### src/rtl/alu_ctrl_pkg.sv
// rtl/alu_ctrl_pkg.sv - opcodes, FSM encoding and settle counter width for the ALU arbiter
package alu_ctrl_pkg;

  localparam logic [2:0] OP_ADD  = 3'd0;
  localparam logic [2:0] OP_SUB  = 3'd1;
  localparam logic [2:0] OP_XOR  = 3'd2;
  localparam logic [2:0] OP_SLT  = 3'd3;
  localparam logic [2:0] OP_AND  = 3'd4;
  localparam logic [2:0] OP_NAND = 3'd5;
  localparam logic [2:0] OP_NOR  = 3'd6;
  localparam logic [2:0] OP_OR   = 3'd7;

  localparam int CNT_W = 4;

  typedef enum logic [1:0] {
    ST_IDLE    = 2'd0,
    ST_SETTLE  = 2'd1,
    ST_RESPOND = 2'd2
  } state_t;

  // Overflow is only meaningful for the arithmetic opcodes.
  function automatic logic masked_overflow(input logic [2:0] op, input logic ovf);
    return ovf & ((op == OP_ADD) | (op == OP_SUB));
  endfunction

endpackage

### src/rtl/alu_rr_arbiter.sv
// rtl/alu_rr_arbiter.sv - two-way round-robin grant with registered priority pointer
module alu_rr_arbiter (
  input  logic       clk,
  input  logic       reset,
  input  logic [1:0] valid,
  input  logic       enable,
  input  logic       accept,
  output logic [1:0] grant,
  output logic       rr_ptr
);

  always_comb begin
    grant = 2'b00;
    if (enable) begin
      if (valid == 2'b11) grant = rr_ptr ? 2'b10 : 2'b01;
      else                grant = valid;
    end
  end

  // After a grant, priority passes to the other requester.
  always_ff @(posedge clk or posedge reset) begin
    if (reset)       rr_ptr <= 1'b0;
    else if (accept) rr_ptr <= grant[0];
  end

endmodule

### src/rtl/alu_arbiter.sv
// rtl/alu_arbiter.sv - shares one slow ripple-carry ALU between two requesters
module alu_arbiter
  import alu_ctrl_pkg::*;
#(
  parameter int WIDTH         = 32,
  parameter int SETTLE_CYCLES = 4
) (
  input  logic             clk,
  input  logic             reset,
  input  logic             req0_valid,
  output logic             req0_ready,
  input  logic [2:0]       req0_op,
  input  logic [WIDTH-1:0] req0_a,
  input  logic [WIDTH-1:0] req0_b,
  output logic             rsp0_valid,
  input  logic             rsp0_ready,
  output logic [WIDTH-1:0] rsp0_result,
  output logic             rsp0_overflow,
  input  logic             req1_valid,
  output logic             req1_ready,
  input  logic [2:0]       req1_op,
  input  logic [WIDTH-1:0] req1_a,
  input  logic [WIDTH-1:0] req1_b,
  output logic             rsp1_valid,
  input  logic             rsp1_ready,
  output logic [WIDTH-1:0] rsp1_result,
  output logic             rsp1_overflow,
  output logic [2:0]       alu_operation,
  output logic [WIDTH-1:0] alu_a,
  output logic [WIDTH-1:0] alu_b,
  input  logic [WIDTH-1:0] alu_out,
  input  logic             alu_overflow,
  output logic             busy
);

  state_t             state, state_nxt;
  logic [CNT_W-1:0]   cnt;
  logic               owner;
  logic [WIDTH-1:0]   result;
  logic               overflow;
  logic [1:0]         grant;
  logic               accept;
  logic               rr_ptr_unused;

  alu_rr_arbiter u_rr (
    .clk    (clk),
    .reset  (reset),
    .valid  ({req1_valid, req0_valid}),
    .enable (state == ST_IDLE),
    .accept (accept),
    .grant  (grant),
    .rr_ptr (rr_ptr_unused)
  );

  assign req0_ready = grant[0];
  assign req1_ready = grant[1];
  assign accept     = (req0_valid & req0_ready) | (req1_valid & req1_ready);

  always_ff @(posedge clk or posedge reset) begin
    if (reset) state <= ST_IDLE;
    else       state <= state_nxt;
  end

  always_comb begin
    state_nxt = state;
    case (state)
      ST_IDLE:    if (accept) state_nxt = ST_SETTLE;
      ST_SETTLE:  if (cnt == '0) state_nxt = ST_RESPOND;
      ST_RESPOND: if (owner ? rsp1_ready : rsp0_ready) state_nxt = ST_IDLE;
      default:    state_nxt = ST_IDLE;
    endcase
  end

  // Operands stay on the ALU pins through SETTLE and are kept after completion.
  always_ff @(posedge clk or posedge reset) begin
    if (reset) begin
      cnt           <= '0;
      owner         <= 1'b0;
      alu_operation <= OP_ADD;
      alu_a         <= '0;
      alu_b         <= '0;
      result        <= '0;
      overflow      <= 1'b0;
    end else if (state == ST_IDLE) begin
      if (accept) begin
        owner         <= grant[1];
        alu_operation <= grant[1] ? req1_op : req0_op;
        alu_a         <= grant[1] ? req1_a : req0_a;
        alu_b         <= grant[1] ? req1_b : req0_b;
        cnt           <= CNT_W'(SETTLE_CYCLES - 1);
      end
    end else if (state == ST_SETTLE) begin
      if (cnt == '0) begin
        result   <= alu_out;
        overflow <= masked_overflow(alu_operation, alu_overflow);
      end else begin
        cnt <= cnt - 1'b1;
      end
    end
  end

  assign rsp0_valid    = (state == ST_RESPOND) & ~owner;
  assign rsp1_valid    = (state == ST_RESPOND) & owner;
  assign rsp0_result   = result;
  assign rsp1_result   = result;
  assign rsp0_overflow = overflow;
  assign rsp1_overflow = overflow;
  assign busy          = (state != ST_IDLE);

endmodule

### config.mk
export PLATFORM = sky130hd
export DESIGN_NAME = alu_arbiter
export DESIGN_NICKNAME = d
export VERILOG_FILES = /design/src/rtl/alu_ctrl_pkg.sv /design/src/rtl/alu_rr_arbiter.sv /design/src/rtl/alu_arbiter.sv
export SDC_FILE = /design/constraint.sdc
export NUM_CORES = 1
export LEC_CHECK = 0
export CORE_MARGIN = 4
export CORE_UTILIZATION = 40
export DETAILED_ROUTE_END_ITERATION = 6
export GPL_TIMING_DRIVEN = 0
export HOLD_SLACK_MARGIN = 0.06
export PLACE_DENSITY = 0.84
export RECOVER_POWER = 25
export SLEW_MARGIN = 25
export SYNTH_ARGS = -nofsm -noshare
export SYNTH_HDL_FRONTEND = slang
export SYNTH_HIERARCHICAL = 1
export SYNTH_SLANG_ARGS = --single-unit
export TNS_END_PERCENT = 10
### constraint.sdc
create_clock -name clk -period 7.9 [get_ports clk]
set_clock_uncertainty 0.05 [all_clocks]
set_input_delay 1.185 -clock clk [delete_from_list [all_inputs] [get_ports clk]]
set_output_delay 1.185 -clock clk [all_outputs]
set_load 0.005 [all_outputs]
### Word level (Yosys, flattened, before mapping)

Cells that the tools add are included.

| word-level totals | value |
|---|---|
| flip-flop bits (word level) | 108 |
| bits of input ports | 173 |
| logic and storage cells | 51 |

| cells by class | value |
|---|---|
| $add $sub $neg | 1 |
| equal/unequal tests | 8 |
| multiplexer cells | 15 |
| bitwise operators | 9 |
| reduce and logical (&&, ||, !) cells | 9 |

Operators by type and width:

| operator | number |
|---|---|
| $mux W32 | 2 |
| $mux W4 | 4 |
| $mux W2 | 6 |
| $reduce_and A3 Y1 | 3 |
| $pmux W2 S3 | 1 |
| $and A1 B1 Y1 | 5 |
| $eq A2 B2 Y1 const B | 2 |
| $logic_not A4 Y1 | 1 |
| $ne A2 B1 Y1 const B | 2 |
| $ne A2 B2 Y1 const B | 2 |
| $reduce_bool A2 Y1 | 2 |
| $sub A4 B1 Y4 const B | 1 |
| $eq A3 B1 Y1 const B | 1 |
| $logic_not A3 Y1 | 1 |
| $mux W3 | 1 |
| $eq A2 B1 Y1 const B | 1 |
| $logic_not A2 Y1 | 1 |
| $not A1 Y1 | 2 |
| $or A1 B1 Y1 | 2 |
| $reduce_and A2 Y1 | 1 |
| $mux W1 | 1 |

### Depth between registers and ports, before layout

Gate-level depths: netlist of the first run.

| depth | value |
|---|---|
| depth after elaboration | 7 |
| mapped depth | 12 |

### Modules after synthesis

The synthesis of the first run kept the hierarchy.

Modules (own cells, without submodules):

| module | times used | cells an instance | area each (µm²) | sequential area each (µm²) |
|---|---|---|---|---|
| alu_arbiter | 1 | 454 | 5355.1 | 2677.6 |
| alu_rr_arbiter | 1 | 9 | 68.8 | 25.0 |

### Least setup slack after synthesis of the first run

Ideal clock, no wire load.

| timing | value |
|---|---|
| path kind | in2out |
| start | input port req1_valid |
| end | output port req0_ready |
| arrival | 1.440 ns |
| required time | 6.665 ns |
| path slack | 5.225 ns |
| stages | 2 |
| buffers on the path | 0 |
| path through | nand2_1 and3_2 |

| on the way | value |
|---|---|
| longest elaborated chain between the ends | 3 |

RTL lines:

| item | line | RTL |
|---|---|---|
| start, declared | alu_arbiter.sv:19 | `input logic req1_valid,` |
| $eq A2 B2 Y1 | alu_rr_arbiter.sv:15 | `if (valid == 2'b11) grant = rr_ptr ? 2'b10 : 2'b01;` |
| $mux W2 | alu_rr_arbiter.sv:15 |  |
| $mux W2 | alu_rr_arbiter.sv:14 | `if (enable) begin` |
| end, declared | alu_arbiter.sv:11 | `output logic req0_ready,` |

No other way between the ends.

### Worst setup path in the final report of the first run

| timing | value |
|---|---|
| start | input port req1_valid |
| end | output port req1_ready |

| on the way | value |
|---|---|
| longest elaborated chain between the ends | 3 |

RTL lines:

| item | line | RTL |
|---|---|---|
| $eq A2 B2 Y1 | alu_rr_arbiter.sv:15 |  |
| $mux W2 (*) | alu_rr_arbiter.sv:15 |  |
| $mux W2 (*) | alu_rr_arbiter.sv:14 |  |
| end, declared | alu_arbiter.sv:20 | `output logic req1_ready,` |

Every way passes the cells marked *; elsewhere a longest branch is shown, timed or not.

==> results of run 1 <==
-- synth_stat cells --
cell type / count
nand2_1: 3
o21bai_1: 1
inv_1: 6
nand2_4: 1
and3b_1: 1
and3_1: 4
nor2b_2: 1
dfrtp_1: 108
a2111oi_2: 2
a21oi_1: 69
or3b_1: 1
nor3b_4: 1
buf_2: 24
o21a_1: 1
mux2_2: 6
and3_2: 1
o311ai_0: 1
and4b_1: 1
buf_1: 4
mux2i_1: 67
nor3_1: 4
nor3b_1: 1
a22o_1: 2
clkbuf_1: 6
clkbuf_4: 2
nand2b_1: 3
a21boi_0: 1
nor2b_1: 1
buf_4: 36
mux2_4: 29
nor2_1: 2
a31oi_1: 67
a41o_1: 1
ha_1: 2
buf_6: 3
-- layer usage --
metal	GRT usage, %	part of all wire (%)	up-vias	routed length (um)
met5	0	0	-	0
met4	6.834	1.9	0	352
met3	7.461	8.8	27	1618
met2	41.35	52	284	9471
met1	26.18	38	2457	6945
li1	-	-	2322	-
-- flip-flops by register name, indices dropped and copies added (netlist names) --
name	cells
alu_a	32
alu_operation	3
u_rr/rr_ptr	1
state	2
rsp0_overflow	1
rsp0_result	32
cnt	4
alu_b	32
owner	1
-- cells by family (layout without fill, tap and decap cells) --
kind of cell	after synthesis	count (layout)
fa+ha+maj	2	2
simple gates	25	25
flops	108	108
mux	102	102
buf+inv	81	408
compound gates	145	145
-- power groups by stage --
stage	registers, mW	clock network [mW]	logic (mW)
2_1_floorplan	1.03	0	0.842
3_3_place_gp	1.02	0	1.84
3_5_place_dp	1.04	0	1.88
4_1_cts	1.04	0.451	1.89
5_1_grt	1.07	0.474	1.92
6_report	1.03	0.439	1.79
-- through the flow --
| step | util (%) | cells |
|---|---|---|
| floorplan | - | 463 |
| global placement | 66.05 | 949 |
| detailed placement | 66.30 | 950 |
| CTS | 68.44 | 966 |
| global route | 67.39 | 966 |
| finish | 67.39 | 966 |
-- worst min path at each step --
stage                                            from                          end  slack, ns  depth (start not counted)
after global placement    rsp0_result[14]$_DFFE_PP0P_  rsp0_result[14]$_DFFE_PP0P_       0.47                          1
after floorplan                     owner$_DFFE_PP0P_            owner$_DFFE_PP0P_       0.46                          1
after CTS                  rsp0_result[5]$_DFFE_PP0P_   rsp0_result[5]$_DFFE_PP0P_       0.49                          1
after global routing      rsp0_result[14]$_DFFE_PP0P_  rsp0_result[14]$_DFFE_PP0P_       0.49                          1
after detailed placement   rsp0_result[5]$_DFFE_PP0P_   rsp0_result[5]$_DFFE_PP0P_       0.47                          1
final                     rsp0_result[27]$_DFFE_PP0P_  rsp0_result[27]$_DFFE_PP0P_       0.47                          1
-- worst max-delay path, stage by stage --
cell and delay (ns):
clkdlybuf4s50_1 0.50, nand2_1 0.06, a21oi_1 0.18, clkdlybuf4s50_1 0.56
-- final cells by class --
| type | count | area (um^2) |
|---|---|---|
| clock buffer | 10 | 229.0 |
| buffer | 75 | 454.2 |
| inverter | 6 | 23.77 |
| timing repair buffer | 311 | 3131 |
| sequential | 108 | 2703 |
| tap | 176 | 220.2 |
| clock inverter | 6 | 55.05 |
| fill | 1041 | 4318 |
| multi-input combinational | 274 | 2110 |
==> metrics.txt, run 1 <==
CTS Hold Bufs=0; CTS max path bufs=2; number of diodes=0; layout cell share with drive strength beyond 1=11.65%; starting density of the core=40.96%; Mean Syn Cell Area=11.71 um^2; combinational group share of total power=54.9%; flops & latches, synth=108; clock sinks=108; # setup viols final=0; simple-gate share of the synthesized area=3.137%; Ys Warns=6; share of Yosys cell area claimed by the top area cell type=49.83%; gr usage total=23.08%; largest net degree at the start of global routing=66; largest family of logic cells by synthesized area=multiplexers; CP arrival=2.48 ns; cts bufs inserted=9; top cells by area, synth=dfrtp_1 50%, mux2i_1 12%, mux2_4 8.0%, a31oi_1 7.7%, a21oi_1 6.4%; Post-Synth Adder-Cell Area=0.4614%; layout net count=960; sequential share of the synthesized area=49.83%; Pre-antenna DRT Iters=5; DP Worst Slack=4.193 ns; worst hold margin=0.4710 ns; CP endpoint=req1_ready; root buffer cell=clkbuf_16; PwrDens=365.9 nW/um^2; CP Launch Type=primary input; complex-gate fraction of the synthesized area=15.73%; first-iteration detailed-routing DRC count=289; leakage power figure=3.618 nW; post_cts resized=0; CTS H-tree lvls=3; Reg clk slew, reported paths=0.07 ns; Post-Synth XOR/XNOR Area=0%; # DRC=0; core area=13240 um^2; post-route clock period utilization=47.00%; RSZ-0062 raised after global routing=no; Die ar.=15490 um^2; area grow syn2layout=64.54%; FP Rows=42; CTS tree=yes; Internal=2.142 mW; CP Data Required Time=6.66 ns; initial antenna violation count=0; HP Class=reg -> reg; max_slew headroom=-31.51%; R2R depth=11; Setup CP Type=in -> out; status=complete, but fails checks; Buffers on Ports=310; Reg2Reg Capture Point=alu_b[10]$_DFFE_PP0P_; number of global-route vias before repair=5291; maxcap violations=1; post-CTS setup repair buffer count=0; GPL Wtd Cong=0.8177; routed wire length per instance=19.03 um; Die H=124.4 um; Clock power frac=13.5%; Synth Instances=463; Sw Share=34.40%; Synth area leader=dfrtp_1; Cell variety after synth=35; vias per cell=5.269; Worst VDD drop=0.1438 mV; Ports=311; Fmax achieved=0.2693 GHz; worst r2r src=state[0]$_DFFE_PP0P_; Seq pwr share=31.6%; first-pass GRT wire length=28630 um; fin area=8925 um^2; Skew-Pair Late Insertion Delay=0.34 ns; Chip Width=124.4 um; most frequent cells in the layout=309 x clkdlybuf4s50_1, 108 x dfrtp_1, 69 x a21oi_1, 67 x mux2i_1, 67 x a31oi_1; multiplexer share of the synthesized area=21.64%; Post-DP HPWL=14590 um; Worst Setup End Kind=output pin; failing checks=max-capacitance violations, max-slew violations; Switch Pwr=1.123 mW; GRT overflow=0; vias=5090; Cell Area, Placed=8780 um^2; Power, Total=3.266 mW; syn_nets=638; Fin. Hold Viols=0; final wirelength=18390 um; commonest non-fill, non-tap cell in the layout=clkdlybuf4s50_1; min Tclk post-route=3.713 ns; Slew @ Worst Pin=1.962 ns; Slew Viols, Final=43; Post-Syn Area=5424 um^2; FF-to-FF setup slack=4.93 ns; final setup TNS=0 ns; Critical path origin=req1_valid; CP max FO=3; Worst Slack Setup Final=4.187 ns; Antenna Nets Post-Route=0
(Power assumes the default switching activity.)
==> inputs of run 2 (changes only) <==
CORE_UTILIZATION = 35   (was 40)
PLACE_DENSITY = 0.78   (was 0.84)
clock period = 3.3 ns   (was 7.9 ns; I/O delays follow)
==> run 2 against run 1 <==
Effect of this change:
- sequential cell count stayed put
- worst hold slack worse by 0.049 ns
- largest cell class unchanged
- clock-buffer cell count is 1 higher
- the run now ends clean
- die area is 13% higher
- non-clock buffer count is 2 higher
- sequential power is 140% higher
- first-iteration DRC count is 29% lower
- critical path depth is 7 higher
- global-route usage is 1.9 points lower
- core utilization is 7.9 points lower
- combinational power grew to 2.5 times the previous value
- register-to-register slack worse by 4.6 ns
==> metrics.txt, run 2 (synthesis gave the netlist of run 1 again) <==
Pre-antenna DRT Iters=4; HP Class=in -> async; Die ar.=17550 um^2; vias per cell=5.217; gr usage total=21.22%; RSZ-0062 raised after global routing=no; CTS Hold Bufs=0; Setup CP Type=reg -> reg; leakage power figure=3.766 nW; most frequent cells in the layout=309 x clkdlybuf4s50_1, 108 x dfrtp_1, 69 x a21oi_1, 67 x mux2i_1, 67 x a31oi_1; final wirelength=19120 um; fillers=1241; DP Worst Slack=0.2154 ns; FF-to-FF setup slack=0.29 ns; CTS max path bufs=2; number of global-route vias before repair=5437; Power, Total=7.973 mW; FP Rows=45; GPL Wtd Cong=0.8841; Chip Width=132.5 um; Slew Viols, Final=0; root buffer cell=clkbuf_16; CP max FO=19; min Tclk post-route=3.012 ns; Reg2Reg Capture Point=alu_a[17]$_DFFE_PP0P_; Post-DP HPWL=15240 um; Reg clk slew, reported paths=0.07 ns; routed wire length per instance=19.55 um; PwrDens=881.0 nW/um^2; post-CTS setup repair buffer count=0; # DRC=0; starting density of the core=35.68%; worst r2r src=state[0]$_DFFE_PP0P_; commonest non-fill, non-tap cell in the layout=clkdlybuf4s50_1; GRT overflow=0; post_cts resized=0; core area=15200 um^2; Slew @ Worst Pin=1.272 ns; max_slew headroom=15.23%; Worst VDD drop=0.3530 mV; Buffers on Ports=310; CTS tree=yes; post-route clock period utilization=91.28%; CP endpoint=alu_a[17]$_DFFE_PP0P_; CTS H-tree lvls=3; area grow syn2layout=66.85%; Fmax achieved=0.3320 GHz; CP Data Required Time=3.44 ns; status=completed; cts bufs inserted=9; Antenna Nets Post-Route=0; Critical path origin=state[0]$_DFFE_PP0P_; Skew-Pair Late Insertion Delay=0.34 ns; first-iteration detailed-routing DRC count=206; Ports=311; Die H=132.5 um; clock sinks=108; Worst Setup End Kind=register; maxcap violations=0; # setup viols final=0; CP Launch Type=register; initial antenna violation count=0; vias=5102; largest net degree at the start of global routing=30; layout cell share with drive strength beyond 1=15.44%; layout net count=962; CP arrival=3.15 ns; R2R depth=11; Fin. Hold Viols=0; number of diodes=0; Worst Slack Setup Final=0.2876 ns; first-pass GRT wire length=29380 um; final setup TNS=0 ns
-- run 2: cell types whose count changed in the layout (fill, tap and decap cells not counted), moves of 2 or more --
| cell | before | now |
|---|---|---|
| clkbuf_1 | 10 | 8 |
| mux2_4 | 2 | 29 |
| clkinv_2 | 5 | 3 |
| mux2_1 | 27 | 0 |
| buf_6 | 0 | 3 |
-- run 2: final cells by class --
class                      instances  area, um^2  share of cell area (%)
buffer                            74       473.0                   5.226
tap                              188       235.2                   2.599
inverter                           6       23.77                  0.2627
multi-input combinational        274        2222                   24.55
timing repair buffer             314        3136                   34.65
sequential                       108        2703                   29.86
clock buffer                      11       242.7                   2.682
clock inverter                     3       15.01                  0.1659
-- run 2: worst max-delay path, stage by stage (launching register included) --
cell and delay, ns:
dfrtp_1 0.37, buf_2 0.17, nor2_1 0.13, buf_2 0.25, buf_2 0.29, nand2_1 0.09
a21oi_1 0.16, buf_2 0.23, a22o_1 0.23, buf_4 0.29, clkbuf_1 0.41, a31oi_1 0.16
-- run 2: per-layer routing --
layer | global-route usage [%] | part of all wire (%) | vias to the layer above
li1 | - | - | 2322
met1 | 23.60 | 38 | 2478
met2 | 38.40 | 51 | 270
met3 | 5.665 | 7.7 | 32
met4 | 8.603 | 2.9 | 0
met5 | 0 | 0 | -
-- run 2: worst min path at each step --
stage | from | end | slack [ns]
4_1_cts | reset | u_rr/rr_ptr$_DFFE_PP0P_ | 0.30
3_5_place_dp | rsp0_result[1]$_DFFE_PP0P_ | rsp0_result[1]$_DFFE_PP0P_ | 0.47
2_1_floorplan | reset | u_rr/rr_ptr$_DFFE_PP0P_ | 0.17
5_1_grt | reset | u_rr/rr_ptr$_DFFE_PP0P_ | 0.42
6_report | reset | u_rr/rr_ptr$_DFFE_PP0P_ | 0.42
3_3_place_gp | rsp0_result[14]$_DFFE_PP0P_ | rsp0_result[14]$_DFFE_PP0P_ | 0.47
-- run 2: power breakdown --
part / leakage, nW / total (mW) / switching [mW] / internal, mW
Combinational: 2.40 / 4.51 / 1.79 / 2.72
Sequential: 1.23 / 2.48 / 0.487 / 1.99
Clock: 0.131 / 0.984 / 0.463 / 0.521
-- run 2: through the flow --
| step | hold slack (ns) | area, um^2 | instances | utilization (%) |
|---|---|---|---|---|
| after floorplan | 0.1737 | 5428 | 463 | - |
| after global placement | 0.4692 | 8766 | 961 | 57.66 |
| after detailed placement | 0.4711 | 8869 | 965 | 58.34 |
| after CTS | 0.2987 | 9126 | 979 | 60.03 |
| after global routing | 0.4215 | 9050 | 978 | 59.53 |
| final | 0.4217 | 9050 | 978 | 59.53 |
==> inputs of run 3 (changes only) <==
CTS_CLUSTER_DIAMETER = 80   (was not set)
==> results of run 3 <==
No change in the layout: final DEF, timing and power equal those of run 2.
